<file path="config.mk">
export PLATFORM = sky130hd
export DESIGN_NAME = mmcm_drp_ctrl
export DESIGN_NICKNAME = d
export VERILOG_FILES = /design/src/rtl/mmcm_drp_pkg.sv /design/src/rtl/mmcm_drp_tbl.sv /design/src/rtl/mmcm_drp_ctrl.sv
export SDC_FILE = /design/constraint.sdc
export NUM_CORES = 1
export LEC_CHECK = 0
export CORE_UTILIZATION = 30
export CTS_BUF_LIST = sky130_fd_sc_hd__clkbuf_8
export DETAILED_ROUTE_END_ITERATION = 6
export GPL_TIMING_DRIVEN = 1
export PLACE_DENSITY = 0.6
export SETUP_SLACK_MARGIN = 0.05
export SKIP_CTS_REPAIR_TIMING = 1
export SLEW_MARGIN = 20
export SYNTH_ARGS = -nofsm -noshare
export SYNTH_HDL_FRONTEND = slang
export SYNTH_SLANG_ARGS = --single-unit
</file>
<file path="constraint.sdc">
create_clock -name clk_in -period 4.3 [get_ports clk_in]
set_input_delay 0.86 -clock clk_in [delete_from_list [all_inputs] [get_ports clk_in]]
set_output_delay 0.86 -clock clk_in [all_outputs]
set_load 0.03 [all_outputs]
</file>
<file path="src/rtl/mmcm_drp_pkg.sv">
// Shared types and constants for the MMCM DRP reconfiguration controller.
package mmcm_drp_pkg;

    localparam int unsigned DRP_AW           = 7;
    localparam int unsigned DRP_DW           = 16;
    localparam int unsigned DEF_TBL_DEPTH    = 8;
    localparam int unsigned DEF_TBL_AW       = 3;
    localparam int unsigned DEF_DRDY_TIMEOUT = 255;
    localparam int unsigned DEF_LOCK_TIMEOUT = 65535;

    typedef enum logic [3:0] {
        ST_IDLE       = 4'd0,
        ST_ASSERT_RST = 4'd1,
        ST_RD_REQ     = 4'd2,
        ST_RD_WAIT    = 4'd3,
        ST_WR_REQ     = 4'd4,
        ST_WR_WAIT    = 4'd5,
        ST_NEXT       = 4'd6,
        ST_RELEASE    = 4'd7,
        ST_WAIT_LOCK  = 4'd8,
        ST_FINISH     = 4'd9
    } drp_state_e;

    // One read-modify-write step: register address, keep-mask, new bits.
    typedef struct packed {
        logic [DRP_AW-1:0] addr;
        logic [DRP_DW-1:0] mask;
        logic [DRP_DW-1:0] data;
    } drp_entry_t;

    // Keep current bits where mask is 1, take new data where mask is 0.
    function automatic logic [DRP_DW-1:0] drp_merge(
        input logic [DRP_DW-1:0] cur,
        input logic [DRP_DW-1:0] mask,
        input logic [DRP_DW-1:0] data
    );
        return (cur & mask) | (data & ~mask);
    endfunction

endpackage

</file>
<file path="src/rtl/mmcm_drp_tbl.sv">
// Register-array table of DRP entries: one synchronous write port, one asynchronous read port.
module mmcm_drp_tbl
    import mmcm_drp_pkg::*;
#(
    parameter int unsigned TBL_DEPTH = DEF_TBL_DEPTH,
    parameter int unsigned TBL_AW    = DEF_TBL_AW
) (
    input  logic              clk,
    input  logic              we,
    input  logic [TBL_AW-1:0] widx,
    input  drp_entry_t        wentry,
    input  logic [TBL_AW-1:0] ridx,
    output drp_entry_t        rentry
);

    drp_entry_t mem [TBL_DEPTH];

    // Table write; contents deliberately survive reset.
    always_ff @(posedge clk) begin
        if (we && (32'(widx) < TBL_DEPTH)) begin
            mem[widx] <= wentry;
        end
    end

    assign rentry = (32'(ridx) < TBL_DEPTH) ? mem[ridx] : '0;

endmodule

</file>
<file path="src/rtl/mmcm_drp_ctrl.sv">
// Runs a loaded table of read-modify-write DRP accesses on the MMCM while holding it in reset,
// then releases reset and waits for lock.
module mmcm_drp_ctrl
    import mmcm_drp_pkg::*;
#(
    parameter int unsigned TBL_DEPTH    = DEF_TBL_DEPTH,
    parameter int unsigned TBL_AW       = DEF_TBL_AW,
    parameter int unsigned DRDY_TIMEOUT = DEF_DRDY_TIMEOUT,
    parameter int unsigned LOCK_TIMEOUT = DEF_LOCK_TIMEOUT
) (
    input  logic              clk_in,
    input  logic              rst_n,
    input  logic              start,
    input  logic              cfg_we,
    input  logic [TBL_AW-1:0] cfg_idx,
    input  logic [DRP_AW-1:0] cfg_addr,
    input  logic [DRP_DW-1:0] cfg_mask,
    input  logic [DRP_DW-1:0] cfg_data,
    input  logic [TBL_AW:0]   cfg_count,
    output logic              busy,
    output logic              done,
    output logic              err,
    output logic              mmcm_rst,
    output logic [DRP_AW-1:0] daddr,
    output logic              den,
    output logic              dwe,
    output logic [DRP_DW-1:0] di,
    input  logic [DRP_DW-1:0] drp_do,
    input  logic              drdy,
    input  logic              mmcm_locked
);

    localparam int unsigned CNT_W  = TBL_AW + 1;
    localparam int unsigned DCNT_W = $clog2(DRDY_TIMEOUT + 1);
    localparam int unsigned LCNT_W = $clog2(LOCK_TIMEOUT + 1);

    drp_state_e        state_q, state_nxt;
    logic [TBL_AW-1:0] idx_q, idx_nxt;
    logic [CNT_W-1:0]  count_q, count_nxt;
    logic [DCNT_W-1:0] dcnt_q, dcnt_nxt;
    logic [LCNT_W-1:0] lcnt_q, lcnt_nxt;

    logic              count_ok, accept, reject, last_entry, drdy_tmo, lock_tmo;
    logic              tbl_we;
    drp_entry_t        wr_entry, rd_entry;

    logic              busy_d, done_d, err_d, mmcm_rst_d, den_d, dwe_d;
    logic [DRP_AW-1:0] daddr_d;
    logic [DRP_DW-1:0] di_d;

    assign tbl_we   = cfg_we && (state_q == ST_IDLE);
    assign wr_entry = '{addr: cfg_addr, mask: cfg_mask, data: cfg_data};

    // Read port follows the next index so daddr and di can be registered with their state.
    mmcm_drp_tbl #(
        .TBL_DEPTH (TBL_DEPTH),
        .TBL_AW    (TBL_AW)
    ) u_tbl (
        .clk    (clk_in),
        .we     (tbl_we),
        .widx   (cfg_idx),
        .wentry (wr_entry),
        .ridx   (idx_nxt),
        .rentry (rd_entry)
    );

    assign count_ok   = (cfg_count != '0) && (cfg_count <= CNT_W'(TBL_DEPTH));
    assign accept     = (state_q == ST_IDLE) && start && count_ok;
    assign reject     = (state_q == ST_IDLE) && start && !count_ok;
    assign last_entry = ({1'b0, idx_q} == (count_q - CNT_W'(1)));
    assign drdy_tmo   = ((state_q == ST_RD_WAIT) || (state_q == ST_WR_WAIT)) && !drdy
                        && (dcnt_q == DCNT_W'(DRDY_TIMEOUT - 1));
    assign lock_tmo   = (state_q == ST_WAIT_LOCK) && !mmcm_locked
                        && (lcnt_q == LCNT_W'(LOCK_TIMEOUT - 1));

    // State register and sequencing counters.
    always_ff @(posedge clk_in or negedge rst_n) begin
        if (!rst_n) begin
            state_q <= ST_IDLE;
            idx_q   <= '0;
            count_q <= '0;
            dcnt_q  <= '0;
            lcnt_q  <= '0;
        end else begin
            state_q <= state_nxt;
            idx_q   <= idx_nxt;
            count_q <= count_nxt;
            dcnt_q  <= dcnt_nxt;
            lcnt_q  <= lcnt_nxt;
        end
    end

    // Next-state and counter update.
    always_comb begin
        state_nxt = state_q;
        idx_nxt   = idx_q;
        count_nxt = count_q;
        dcnt_nxt  = dcnt_q;
        lcnt_nxt  = lcnt_q;
        unique case (state_q)
            ST_IDLE: begin
                if (accept) begin
                    count_nxt = cfg_count;
                    idx_nxt   = '0;
                    state_nxt = ST_ASSERT_RST;
                end
            end
            ST_ASSERT_RST: state_nxt = ST_RD_REQ;
            ST_RD_REQ: begin
                dcnt_nxt  = '0;
                state_nxt = ST_RD_WAIT;
            end
            ST_RD_WAIT: begin
                if (drdy) begin
                    state_nxt = ST_WR_REQ;
                end else if (drdy_tmo) begin
                    idx_nxt   = '0;
                    state_nxt = ST_RELEASE;
                end else begin
                    dcnt_nxt = dcnt_q + DCNT_W'(1);
                end
            end
            ST_WR_REQ: begin
                dcnt_nxt  = '0;
                state_nxt = ST_WR_WAIT;
            end
            ST_WR_WAIT: begin
                if (drdy) begin
                    state_nxt = ST_NEXT;
                end else if (drdy_tmo) begin
                    idx_nxt   = '0;
                    state_nxt = ST_RELEASE;
                end else begin
                    dcnt_nxt = dcnt_q + DCNT_W'(1);
                end
            end
            ST_NEXT: begin
                if (last_entry) begin
                    idx_nxt   = '0;
                    state_nxt = ST_RELEASE;
                end else begin
                    idx_nxt   = idx_q + TBL_AW'(1);
                    state_nxt = ST_RD_REQ;
                end
            end
            ST_RELEASE: begin
                lcnt_nxt  = '0;
                state_nxt = ST_WAIT_LOCK;
            end
            ST_WAIT_LOCK: begin
                if (mmcm_locked || lock_tmo) begin
                    state_nxt = ST_FINISH;
                end else begin
                    lcnt_nxt = lcnt_q + LCNT_W'(1);
                end
            end
            ST_FINISH: state_nxt = ST_IDLE;
            default:   state_nxt = ST_IDLE;
        endcase
    end

    // Output decode from the next state, so every output is registered alongside its state.
    always_comb begin
        busy_d     = 1'b0;
        done_d     = 1'b0;
        mmcm_rst_d = 1'b0;
        den_d      = 1'b0;
        dwe_d      = 1'b0;
        err_d      = err;
        daddr_d    = daddr;
        di_d       = di;

        busy_d     = (state_nxt != ST_IDLE);
        done_d     = (state_nxt == ST_FINISH) || reject;
        mmcm_rst_d = state_nxt inside {ST_ASSERT_RST, ST_RD_REQ, ST_RD_WAIT,
                                       ST_WR_REQ, ST_WR_WAIT, ST_NEXT};
        den_d      = (state_nxt == ST_RD_REQ) || (state_nxt == ST_WR_REQ);
        dwe_d      = (state_nxt == ST_WR_REQ);

        if (state_nxt == ST_RD_REQ) begin
            daddr_d = rd_entry.addr;
        end
        // Read data is merged as it arrives; di holds it through the write.
        if ((state_q == ST_RD_WAIT) && drdy) begin
            di_d = drp_merge(drp_do, rd_entry.mask, rd_entry.data);
        end

        if (accept) begin
            err_d = 1'b0;
        end
        if (reject || drdy_tmo || lock_tmo) begin
            err_d = 1'b1;
        end
    end

    // Output registers; mmcm_rst drops asynchronously with rst_n.
    always_ff @(posedge clk_in or negedge rst_n) begin
        if (!rst_n) begin
            busy     <= 1'b0;
            done     <= 1'b0;
            err      <= 1'b0;
            mmcm_rst <= 1'b0;
            den      <= 1'b0;
            dwe      <= 1'b0;
            daddr    <= '0;
            di       <= '0;
        end else begin
            busy     <= busy_d;
            done     <= done_d;
            err      <= err_d;
            mmcm_rst <= mmcm_rst_d;
            den      <= den_d;
            dwe      <= dwe_d;
            daddr    <= daddr_d;
            di       <= di_d;
        end
    end

endmodule

</file>
### Word level (Yosys, flattened, before mapping)

Memories as Yosys holds them, arrays and structs flattened.
Index checks and enable logic that the tools add are counted.

| cells by class | value |
|---|---|
| add/subtract/negate cells | 4 |
| multiplexer cells | 21 |
| reductions and logical operators | 31 |
| equal/unequal tests | 21 |
| order comparisons | 1 |
| bitwise logic cells | 4 |

Operators by type and width:

| kind | number |
|---|---|
| $pmux W4 S9 | 1 |
| $and A16 B16 Y16 | 2 |
| $pmux W16 S2 | 1 |
| $eq A4 B3 Y1 const B | 7 |
| $mux W4 | 5 |
| $add A16 B1 Y16 const B | 1 |
| $eq A16 B16 Y1 const B | 1 |
| $eq A4 B2 Y1 const B | 4 |
| $mux W16 | 1 |
| $mux W8 | 2 |
| $not A16 Y16 | 1 |
| $or A16 B16 Y16 | 1 |
| $pmux W8 S2 | 1 |
| $mux W3 | 5 |
| $logic_and A1 B1 Y1 | 10 |
| $pmux W3 S3 | 1 |
| $add A8 B1 Y8 const B | 1 |
| $eq A4 B1 Y1 const B | 2 |
| $eq A4 B4 Y1 const B | 2 |
| $eq A8 B8 Y1 const B | 1 |
| $reduce_bool A4 Y1 | 2 |
| $logic_or A1 B1 Y1 | 6 |
| $ne A2 B2 Y1 const B | 3 |
| $reduce_bool A2 Y1 | 3 |
| other kinds (11) | 18 |

| word-level totals | value |
|---|---|
| register bits after elaboration | 64 |
| RAM bits | 312 |
| memories kept | 1 |
| input bits | 68 |

Memory list:

| name | words | bits a word | rd ports | clocked after Yosys merged registers in | wr ports | line | RTL |
|---|---|---|---|---|---|---|---|
| u_tbl.mem | 8 | 39 | 1 | 0 | 1 | mmcm_drp_tbl.sv:16 | `drp_entry_t mem [TBL_DEPTH];` |

### Depth between registers and ports, before layout

Gate-level depths: netlist of the first run.
An unclocked memory read counts as a cell.

| depth | value |
|---|---|
| depth in word-level cells | 11 |
| gate-level depth with buffers | 14 |
| mapped depth without buffers | 11 |

### Cells and area by module

A second synthesis of the first run with hierarchy kept.

| unflattened totals | value |
|---|---|
| cells, all modules | 768 |
| area, all modules | 15208.3 um^2 |

Modules (own cells, without submodules):

| module | seq. area each (um^2) | cells each | instances | area an instance (um^2) |
|---|---|---|---|---|
| mmcm_drp_tbl | 9369.0 | 464 | 1 | 11848.9 |
| mmcm_drp_ctrl | 1601.5 | 304 | 1 | 3359.5 |

### Least setup slack after synthesis of the first run

OpenSTA, ideal clock, no wires.

| timing | value |
|---|---|
| kind | flip-flop to flip-flop |
| start point | register state_q[1] |
| end point | memory u_tbl.mem[1][0] (netlist bit) (enable) |
| arrival | 3768 ps |
| stages on the path, launching flop included | 5 |
| setup time | 484 ps |
| path buffers | 1 |
| setup slack | 47 ps |
| data required time | 3816 ps |
| period minus slack after synthesis | 4253 ps |
| path through | dfrtp_1 buf_4 nor4_4 nand3_1 nor3_1 |

| on the way | value |
|---|---|
| cells in the longest elaborated chain, start to end | 4 |

Ends and longest elaborated chain:

| element | line | RTL |
|---|---|---|
| start, declared | mmcm_drp_ctrl.sv:37 | `drp_state_e state_q, state_nxt;` |
| start signal, assigned | mmcm_drp_ctrl.sv:85 | `state_q <= state_nxt;` |
| $logic_not A4 Y1 | mmcm_drp_ctrl.sv:51 | `assign tbl_we = cfg_we && (state_q == ST_IDLE);` |
| $logic_and A1 B1 Y1 | mmcm_drp_ctrl.sv:51 |  |
| $mux W1 | mmcm_drp_tbl.sv:20 | `if (we && (32'(widx) < TBL_DEPTH)) begin` |
| $mux W1 (not written as such) | mmcm_drp_tbl.sv:21 | `mem[widx] <= wentry;` |
| end, declared | mmcm_drp_tbl.sv:16 |  |

Every way passes these cells.

### Final worst setup path of the first run

| timing | value |
|---|---|
| start point | input cfg_count[1] |
| end point | register di[0] |

| on the way | value |
|---|---|
| cells in the longest elaborated chain, start to end | 9 |
| elaborated cells on any way between the ends | 11 |
| those cells by class | order compare (1); mux (2); bitwise (4); reduce/logical (3); memory (1) |

Ends and longest elaborated chain:

| element | line | RTL |
|---|---|---|
| start, declared | mmcm_drp_ctrl.sv:19 | `input logic [TBL_AW:0] cfg_count,` |
| $le A4 B4 Y1 or $reduce_bool A4 Y1 (tied branches) | mmcm_drp_ctrl.sv:67 | `assign count_ok = (cfg_count != '0) && (cfg_count <= CNT_W'(TBL_DEPTH));` |
| $logic_and A1 B1 Y1 (*) | mmcm_drp_ctrl.sv:67 |  |
| $logic_and A1 B1 Y1 (*) | mmcm_drp_ctrl.sv:68 | `assign accept = (state_q == ST_IDLE) && start && count_ok;` |
| $mux W3 (*) | mmcm_drp_ctrl.sv:102 | `if (accept) begin` |
| $pmux W3 S3 (*) | mmcm_drp_ctrl.sv:100 | `unique case (state_q)` |
| $mem_v2 Z8 W39 (*) | - |  |
| $not A16 Y16 | mmcm_drp_pkg.sv:37 | `return (cur & mask) \| (data & ~mask);` |
| $and A16 B16 Y16 | mmcm_drp_pkg.sv:37 |  |
| $or A16 B16 Y16 (*) | mmcm_drp_pkg.sv:37 |  |
| end signal, assigned | mmcm_drp_ctrl.sv:215 | `di <= di_d;` |
| end, declared | mmcm_drp_ctrl.sv:27 | `output logic [DRP_DW-1:0] di,` |

Mark *: on every way between the ends. The rest lies on a longest branch, timed or not.
A chain may end at the register's enable or synchronous reset.

==> results.md, run 1 <==
- Worst path arrival time: 3.90 ns
- First-pass GRT wire length: 51700 um
- Post-synth EDFFs: 312
- Final Setup Violations: 0
- CP top delay family: multiplexers
- 1st-iter DRT viols: 647
- DRT Pass-1 Iters: 5
- Initial Util: 30.6%
- Row Count: 81
- Clock Root Buffer: clkbuf_8
- Clk Latency, worst-skew pair: 0.60 ns
- Detail Placement HPWL: 20000 um
- Routed len/inst: 19.7 um
- Full die area: 0.0513 mm^2
- Worst hold-check path type: primary input to asynchronous set/reset pin
- Avg Cell Area, Syn: 17.2 um^2
- I/O Buffers: 96
- Initial antenna violation count: 7
- Stages on the worst setup path: 9
- Mapped cell area: 0.0151 mm^2
- R2R Path End: di[0]
- Die width: 226 um
- CP Capture Point: di[0]
- Slew Viols, Final: 0
- Final Skew: 0.0162 ns
- Flop and latch count out of synthesis: 376
- CTS tree: done
- Clock sinks: 376
- WS Path Type: primary input to register
- Top-count cell post-synth: edfxtp_1
- Layout cell share with drive strength beyond 1: 16.7%
- CP cell instances: clkdlybuf4s50_1, or4_1, nand3_1, a221oi_2, mux2_4, inv_2, mux4_2, o21ai_1, o221ai_1
- Total global-route track usage: 13.5%
- Power Dens Cells: 560 mW/mm^2
- Max incr delay on CP: 0.59 ns
- CP max FO: 18
- Die height: 226 um
- Startpoint Class: primary input
- CP required: 4.75 ns
- DRC: 0
- Total power: 10.1 mW
- DR vias: 8192
- Asr flop ratio synth: 17.0%
- CTS buffer count: 59
- RSZ-0062 raised after global routing: no
- Area delta synth->final: 19.9%
- Critical path startpoint: cfg_count[1]
- # IOs: 97
- Max_cap viols: 0
- Slowest cell on the critical path: mux4_2
- N_diodes: 0
- Outcome: completed
- CP endpoint kind: register
- RD Place Congestion: 0.745
- Via density: 4.72
- Maximum clock rate: 0.290 GHz
- Synth area leader: edfxtp_1
- Worst reg-to-reg path cell count: 10
- Pre-CTS WS: 0.241 ns
- Final Cycle Share: 80.3%
- Share of the synthesized area in the top cell type: 62.0%
- Min Tclk post-route: 3.45 ns
- Top post-synthesis cells by count: edfxtp_1, mux2i_1, nand2_1
- Largest net degree at the start of global routing: 65
- Least-Margin Pin Slew: 1.01 ns
- Vias in the first global route: 8510
- Grt ovf: 0
- Final TNS setup: 0 ns
- H-tree levels: 2
- Core ar.: 0.0494 mm^2
- Synth unique cells: 57
- CTS clk-pin slew, worst paths: 0.07 ns
- Mapped Nets: 953
- Peak VDD IR: 0.204 mV
- Primary FF master, synth: edfxtp_1
- Slew HR: 32.6%
- Post-synthesis sequential area ratio: 72.6%
- Post-Synthesis Cells: 879
- Nets: 1098
- Reg-to-Reg Start: count_q[0]
- Final Hold Viols: 0
- Yosys warnings: 0
- Static Leak: 5.99 nW
- Fillers: 4604
- Top cells by area, synth: edfxtp_1, dfrtp_1, mux4_2
- Worst Path Buf+Inv: 2
- Final ANT Viol Nets: 0
- R2R setup slack: 1.15 ns
- Worst-case clock buffer depth: 3
- Post-Route WL: 34200 um
- Worst Slack Setup Final: 0.848 ns
[how the worst min path moves through the flow]
stage / startpoint / endpoint / slack, ns / cells past startpoint
floorplan: lcnt_q[0] / lcnt_q[0] / 0.49 / 1
global route: rst_n / count_q[2] / 0.47 / 1
detailed placement: daddr[4] / daddr[4] / 0.48 / 2
finish: rst_n / dcnt_q[2] / 0.44 / 1
CTS: rst_n / dcnt_q[2] / 0.43 / 1
global placement: daddr[4] / daddr[4] / 0.47 / 2
[through the flow]
stage,cell area [um^2],util (%),instances,hold WS [ns]
after floorplan,15100,-,879,0.490
after global routing,18100,36.7,1737,0.467
final,18100,36.7,1737,0.442
after global placement,16900,34.3,1627,0.470
after CTS,18100,36.7,1737,0.431
after detailed placement,16900,34.3,1627,0.475
[cells in the final DEF (no fill, tap or decap), types with 5 or more instances in the layout]
cell / n
a21oi_1: 31
a221oi_1: 24
a31oi_1: 6
and2_1: 5
and3_1: 6
buf_4: 28
clkbuf_8: 73
clkdlybuf4s50_1: 95
clkinv_1: 12
clkinv_2: 7
dfrtp_1: 64
edfxtp_1: 312
ha_1: 6
inv_1: 23
mux2_2: 7
mux2i_1: 85
mux4_2: 38
nand2_1: 79
nand2b_1: 5
nand3_1: 9
nand4_1: 9
nor2_1: 21
nor2_4: 6
o21ai_0: 11
o21ai_1: 19
o221ai_1: 12
o22ai_1: 5
xor2_1: 16
[cell type report]
| type | count | area, um^2 | share of cell area (%) |
|---|---|---|---|
| inverters | 11 | 46.3 | 0.256 |
| clock buffers | 73 | 1000 | 5.55 |
| flip-flops and latches | 376 | 11000 | 60.5 |
| well taps | 664 | 831 | 4.59 |
| repair buffers | 126 | 1220 | 6.74 |
| clock inverters | 37 | 183 | 1.01 |
| multi-input cells | 450 | 3860 | 21.3 |
[state kept, by name, indices dropped and copies added, names as in the netlist]
name and cells:
u_tbl.mem 312, di 16, lcnt_q 16, dcnt_q 8
daddr 7, count_q 4, state_q 4, idx_q 3
busy 1, den 1, done 1, dwe 1
err 1, mmcm_rst 1
[per-layer routing]
metal | vias to the layer above | global-route usage [%] | routed length [um]
met4 | 12 | 3.60 | 645
met5 | - | 0 | 63
met1 | 4150 | 17.3 | 14900
li1 | 3767 | - | -
met2 | 198 | 22.4 | 16400
met3 | 65 | 3.73 | 2160
[where the power goes]
group | switching, mW | total [mW] | internal [mW]
sequential | 0.194 | 4.43 | 4.24
clock | 1.36 | 2.95 | 1.59
combinational | 1.55 | 2.76 | 1.21
[kinds of logic after synthesis]
group | synth area share (%)
buffers and inverters | 2.30
xor gates and xnor gates | 1.32
adders and majority gates | 0.497
and+or+nand+nor | 5.35
muxes | 12.6
DFF | 72.6
AOI/OAI and AO/OA | 5.38
Note: power is estimated with default switching activity, not from simulation.
==> run 2: changes to the inputs <==
--- a/config.mk
+++ b/config.mk
@@ -9,7 +9,7 @@
 export CTS_BUF_LIST = sky130_fd_sc_hd__clkbuf_8
 export DETAILED_ROUTE_END_ITERATION = 6
 export GPL_TIMING_DRIVEN = 1
-export PLACE_DENSITY = 0.6
+export PLACE_DENSITY = 0.58
 export SETUP_SLACK_MARGIN = 0.05
 export SKIP_CTS_REPAIR_TIMING = 1
 export SLEW_MARGIN = 20
==> constraint.sdc (replaced) <==
create_clock -name clk_in -period 3.2 [get_ports clk_in]
set_input_delay 0.64 -clock clk_in [delete_from_list [all_inputs] [get_ports clk_in]]
set_output_delay 0.64 -clock clk_in [all_outputs]
set_load 0.03 [all_outputs]
==> run 2 against run 1 <==
  * Clock power increased by 23%
  * Core utilization up 0.50 points
  * Final area increased by 1.4%
  * Flip-flop and latch count did not move
  * Total power is 34% higher
  * Cell count is 1.3% higher
  * Sequential power increased by 34%
  * Largest cell class unchanged
==> results.md, run 2 (synthesis gave the netlist of run 1 again) <==
- Slowest cell on the critical path: clkdlybuf4s50_1
- Largest regs: u_tbl.mem x312, di x16, lcnt_q x16
- Largest net degree at the start of global routing: 65 (unchanged)
- Most frequent cells in the layout: edfxtp_1, clkdlybuf4s50_1, mux2i_1
- RD Place Congestion: 0.755 (+1.3%)
- Area delta synth->final: 21.5%
- CP top delay family: multiplexers
- Peak VDD IR: 0.315 mV (+54%)
- 1st-iter DRT viols: 561 (-13%)
- Via density: 4.69 (-0.50%)
- Worst path arrival time: 3.51 ns (-0.39 ns)
- Max_cap viols: 0 (unchanged)
- DRC: 0 (unchanged)
- Least-Margin Pin Slew: 0.996 ns (-0.0142 ns)
- Top Metal Used: met5
- RSZ-0062 raised after global routing: no
- Final TNS setup: 0 ns (unchanged)
- DRT Pass-1 Iters: 5 (unchanged)
- Slew HR: 33.6% (+0.94 points)
- Grt ovf: 0 (unchanged)
- DR vias: 8259 (+0.82%)
- First-pass GRT wire length: 51300 um (-0.85%)
- Initial antenna violation count: 5 (-2)
- Pre-CTS WS: -0.575 ns (-0.816 ns)
- Slew Viols, Final: 0 (unchanged)
- Final Setup Violations: 0 (unchanged)
- Critical path's most frequent cell: buf_4
- Routed len/inst: 19.4 um (-1.5%)
- Placed cells: 1651 (+1.5%)
- I/O Buffers: 96 (unchanged)
- Max incr delay on CP: 0.46 ns (-0.13 ns)
- CP max FO: 7 (-11)
- Worst Slack Setup Final: 0.154 ns (-0.694 ns)
- Full die area: 0.0513 mm^2 (unchanged)
- Detail Placement HPWL: 20000 um (about the same)
- Clock Root Buffer: clkbuf_8
- Clk Latency, worst-skew pair: 0.61 ns (about the same)
- CTS tree: done
- Final Hold Viols: 0 (unchanged)
- CP required: 3.67 ns (-1.08 ns)
- Post-Layout Cell Count: 1760 (+1.3%)
- Register bank with the most flops: u_tbl.mem
- Nets: 1121 (+2.1%)
- Most common cell after layout, fill and taps aside: edfxtp_1
- Min Tclk post-route: 3.05 ns
- WS Path Type: primary input to register
- Power Dens Cells: 740 mW/mm^2 (+32%)
- Outcome: completed
- Worst hold-check path type: primary input to asynchronous set/reset pin
- Core ar.: 0.0494 mm^2 (unchanged)
- Layout cell share with drive strength beyond 1: 17.5% (+0.85 points)
- CP endpoint kind: register
- Post-Route WL: 34100 um (-0.18%)
- Worst Path Buf+Inv: 4 (+2)
- CTS clk-pin slew, worst paths: 0.07 ns (about the same)
- Final Cycle Share: 95.2%
- Total global-route track usage: 13.5% (-0.035 points)
- Row Count: 81 (unchanged)
- H-tree levels: 2 (unchanged)
- Die width: 226 um (unchanged)
- Final Skew: 0.0257 ns (+0.00944 ns)
- WL met1: 15000 um (+0.84%)
- Startpoint Class: primary input
- Final ANT Viol Nets: 0 (unchanged)
- Worst-case clock buffer depth: 3 (unchanged)
- # IOs: 97 (unchanged)
- Initial Util: 30.6% (unchanged)
- Maximum clock rate: 0.328 GHz
- Number of flip-flops in the largest register: 312 (unchanged)
- Static Leak: 6.09 nW (+1.7%)
- Met3 WL: 2040 um (-5.9%)
- Vias in the first global route: 8531 (+0.25%)
- CTS buffer count: 58 (-1.7%)
- CP cell instances: clkdlybuf4s50_1, buf_4, or4_1, nand3_1, a221oi_2, buf_4, mux2_4, buf_4, mux4_1, mux2_2, o22ai_1, a31oi_1
- Die height: 226 um (unchanged)
- Clock sinks: 376 (unchanged)
- Met2 WL: 16300 um (-0.42%)
[run 2: cell type report]
type	instances	area [um^2]
Fill cell	4590	31000
Multi-Input combinational cell	450	3880
Sequential cell	376	11000
Timing Repair Buffer	150	1590
Clock buffer	58	798
Inverter	11	46.3
Clock inverter	50	243
Tap cell	664	831
Antenna cell	1	2.50
[run 2: worst reg2reg max path, cell delays in order (launching register included)]
cell	delay [ns]
dfrtp_1	0.52
xor2_1	0.33
a211oi_1	0.14
a221oi_2	0.25
buf_4	0.17
mux2_4	0.22
buf_4	0.21
mux4_1	0.56
mux2_2	0.28
o22ai_1	0.10
a31oi_1	0.05
[run 2: path summary, 6_finish.rpt]
path                                   start          to  slack (ns)  cells after the start
min in group clk_in                 daddr[1]    daddr[1]        0.49                      2
worst max register to register    state_q[1]       di[2]        0.24                     10
worst min register to register      daddr[1]    daddr[1]        0.49                      2
worst max-delay path            cfg_count[2]       di[2]        0.15                     12
worst min-delay path                   rst_n   dcnt_q[0]        0.20                      1
max in group asynchronous              rst_n  count_q[0]        2.33                      1
[run 2: report_power, final]
part | internal (mW) | switching (mW)
logic | 1.86 | 2.16
registers | 5.69 | 0.243
clock network | 1.78 | 1.84
[run 2: routing by layer]
layer	track usage [%]	vias up
met5	0	-
met4	4.12	8
met3	3.81	65
met2	22.0	197
met1	17.3	4163
li1	-	3826
[run 2: stage by stage]
stage	instance area, um^2	hold WS [ns]	utilization (%)	power, mW
after floorplan	15100	0.344	-	8.65
after global placement	17300	0.472	35.1	10.1
after detailed placement	17300	0.477	35.1	10.1
after CTS	18300	0.213	37.2	13.8
after global routing	18400	0.251	37.2	14.3
final	18400	0.199	37.2	13.6
==> run 3: changes to the inputs <==
--- a/config.mk
+++ b/config.mk
@@ -7,6 +7,7 @@
 export LEC_CHECK = 0
 export CORE_UTILIZATION = 30
 export CTS_BUF_LIST = sky130_fd_sc_hd__clkbuf_8
+export CTS_CLUSTER_SIZE = 12
 export DETAILED_ROUTE_END_ITERATION = 6
 export GPL_TIMING_DRIVEN = 1
 export PLACE_DENSITY = 0.58
==> run 3 against run 2 <==
  * Highest routed layer unchanged
  * Final area stayed put
  * Core utilization stayed put
  * Largest cell class unchanged
  * Sequential share of layout area stayed put
  * Worst setup slack better by 0.0043 ns
  * Routed wire length is 0.11% higher
  * Via count stayed put
  * Critical path depth stayed put
  * Cell count stayed put
  * Clock-buffer cell count stayed put
  * Hold slack hardly changed
==> results.md, run 3 (synthesis gave the netlist of run 1 again) <==
- Sw Share: 31.3% (+0.045 points)
- Most frequent cells in the layout: edfxtp_1, clkdlybuf4s50_1, mux2i_1
- Worst path arrival time: 3.51 ns (about the same)
- Final ANT Viol Nets: 0 (unchanged)
- Largest regs: u_tbl.mem x312, di x16, lcnt_q x16
- WS Path Type: primary input to register
- Full die area: 0.0513 mm^2 (unchanged)
- CP max FO: 7 (unchanged)
- Clk Latency, worst-skew pair: 0.62 ns (about the same)
- Layout cell share with drive strength beyond 1: 17.5% (unchanged)
- Routed len/inst: 19.4 um (+0.11%)
- Internal power: 9.34 mW (about the same)
- Worst-case clock buffer depth: 3 (unchanged)
- Final Cycle Share: 95.0% (-0.13 points)
- Final Setup Violations: 0 (unchanged)
- Vias in the first global route: 8531 (unchanged)
- Clock share of power: 26.7% (about the same)
- CTS buffer count: 58 (unchanged)
- Post-Route WL: 34100 um (+0.11%)
- Register bank with the most flops: u_tbl.mem
- RSZ-0062 raised after global routing: no
- Total global-route track usage: 13.5% (unchanged)
- DRT Pass-1 Iters: 5 (unchanged)
- Grt ovf: 0 (unchanged)
- Slew Viols, Final: 0 (unchanged)
- Power Dens Cells: 740 mW/mm^2 (about the same)
- I/O Buffers: 96 (unchanged)
- Die height: 226 um (unchanged)
- Outcome: completed
- Sw Pwr: 4.25 mW (+0.20%)
- Min Tclk post-route: 3.04 ns (-0.00425 ns)
- Max_cap viols: 0 (unchanged)
- Clock Root Buffer: clkbuf_8
- Static Leak: 6.09 nW (unchanged)
- Via density: 4.69 (unchanged)
- Reg-to-Reg Start: state_q[1]
- Initial Util: 30.6% (unchanged)
- Die width: 226 um (unchanged)
- H-tree levels: 2 (unchanged)
- Final Hold Viols: 0 (unchanged)
- Fillers: 4590 (unchanged)
- Core ar.: 0.0494 mm^2 (unchanged)
- CP endpoint kind: register
- Detail Placement HPWL: 20000 um (unchanged)
- Logic pwr share: 29.7% (about the same)
- Seq pwr share: 43.7% (about the same)
- Peak VDD IR: 0.316 mV (+0.61%)
- Least-Margin Pin Slew: 0.994 ns (-0.00241 ns)
- Row Count: 81 (unchanged)
- Startpoint Class: primary input
- R2R setup slack: 0.24 ns (about the same)
- Nets: 1121 (unchanged)
- Core Util, Final: 37.2% (unchanged)
- Clock sinks: 376 (unchanged)
- CP required: 3.67 ns (about the same)
- Initial antenna violation count: 5 (unchanged)
- Area delta synth->final: 21.5% (unchanged)
- DRC: 0 (unchanged)
- Worst reg-to-reg path cell count: 10 (unchanged)
- First-pass GRT wire length: 51300 um (unchanged)
- Worst hold-check path type: primary input to asynchronous set/reset pin
- Slew HR: 33.7% (+0.16 points)
- R2R Path End: di[2]
- Final Skew: 0.0300 ns (+0.00431 ns)
- # IOs: 97 (unchanged)
- 1st-iter DRT viols: 609 (+8.6%)
- WHS: 0.199 ns (+0.0000710 ns)
- CTS clk-pin slew, worst paths: 0.07 ns (about the same)
- Largest net degree at the start of global routing: 65 (unchanged)
- Number of flip-flops in the largest register: 312 (unchanged)
- Maximum clock rate: 0.329 GHz (+0.14%)
- RD Place Congestion: 0.755 (unchanged)
- Most common cell after layout, fill and taps aside: edfxtp_1
- DR vias: 8259 (unchanged)
- CTS tree: done
-- run 3: cell counts in the layout (fill, tap and decap cells not counted) --
No cell type changed its count.
-- run 3: power by group through the flow --
stage / sequential (mW) / combinational (mW) / clock [mW]
6_report: 5.94 / 4.03 / 3.62
2_1_floorplan: 6.27 / 2.38 / 0
4_1_cts: 5.94 / 4.09 / 3.75
3_3_place_gp: 6.03 / 4.04 / 0
5_1_grt: 5.98 / 4.36 / 3.95
3_5_place_dp: 6.04 / 4.07 / 0
-- run 3: per-layer routing --
metal	track usage (%)	share of wire, %	vias up
li1	-	-	3820
met1	17.3	44	4161
met2	22.0	48	205
met3	3.81	6.1	65
met4	4.12	2.0	8
met5	0	0.14	-
-- run 3: final cells by class --
class | count | area [um^2] | share of cell area [%]
Sequential cell | 376 | 11000 | 59.7
Inverter | 11 | 46.3 | 0.252
Timing Repair Buffer | 150 | 1590 | 8.65
Multi-Input combinational cell | 450 | 3880 | 21.1
Clock buffer | 58 | 798 | 4.35
Tap cell | 664 | 831 | 4.52
Antenna cell | 1 | 2.50 | 0.0136
Clock inverter | 50 | 243 | 1.32
-- run 3: worst max path at each step --
stage,startpoint,to,depth (start not counted)
finish,cfg_count[2],di[2],12
detailed placement,cfg_count[1],di[2],11
global placement,cfg_count[1],di[6],11
CTS,cfg_count[1],di[2],11
global route,cfg_count[2],di[12],12
floorplan,state_q[1],u_tbl.mem[7][0],4
-- run 3: through the flow --
stage	TNS [ns]	instance area, um^2	worst slack (ns)	total power [mW]	std cells
6_report	0	18400	0.159	13.6	1760
5_1_grt	0	18400	0.0540	14.3	1759
4_1_cts	0	18300	0.0854	13.8	1759
3_5_place_dp	-9.77	17300	-0.575	10.1	1651
3_3_place_gp	-9.42	17300	-0.545	10.1	1651
2_1_floorplan	-1.54	15100	-0.0135	8.65	879
-- run 3: critical path: stages --
cell and delay, ns:
clkdlybuf4s50_1 0.46, buf_4 0.17, or4_1 0.46, nand3_1 0.14, a221oi_2 0.09, buf_4 0.15
mux2_4 0.32, buf_4 0.20, mux4_1 0.45, mux2_2 0.28, o22ai_1 0.10, a31oi_1 0.05
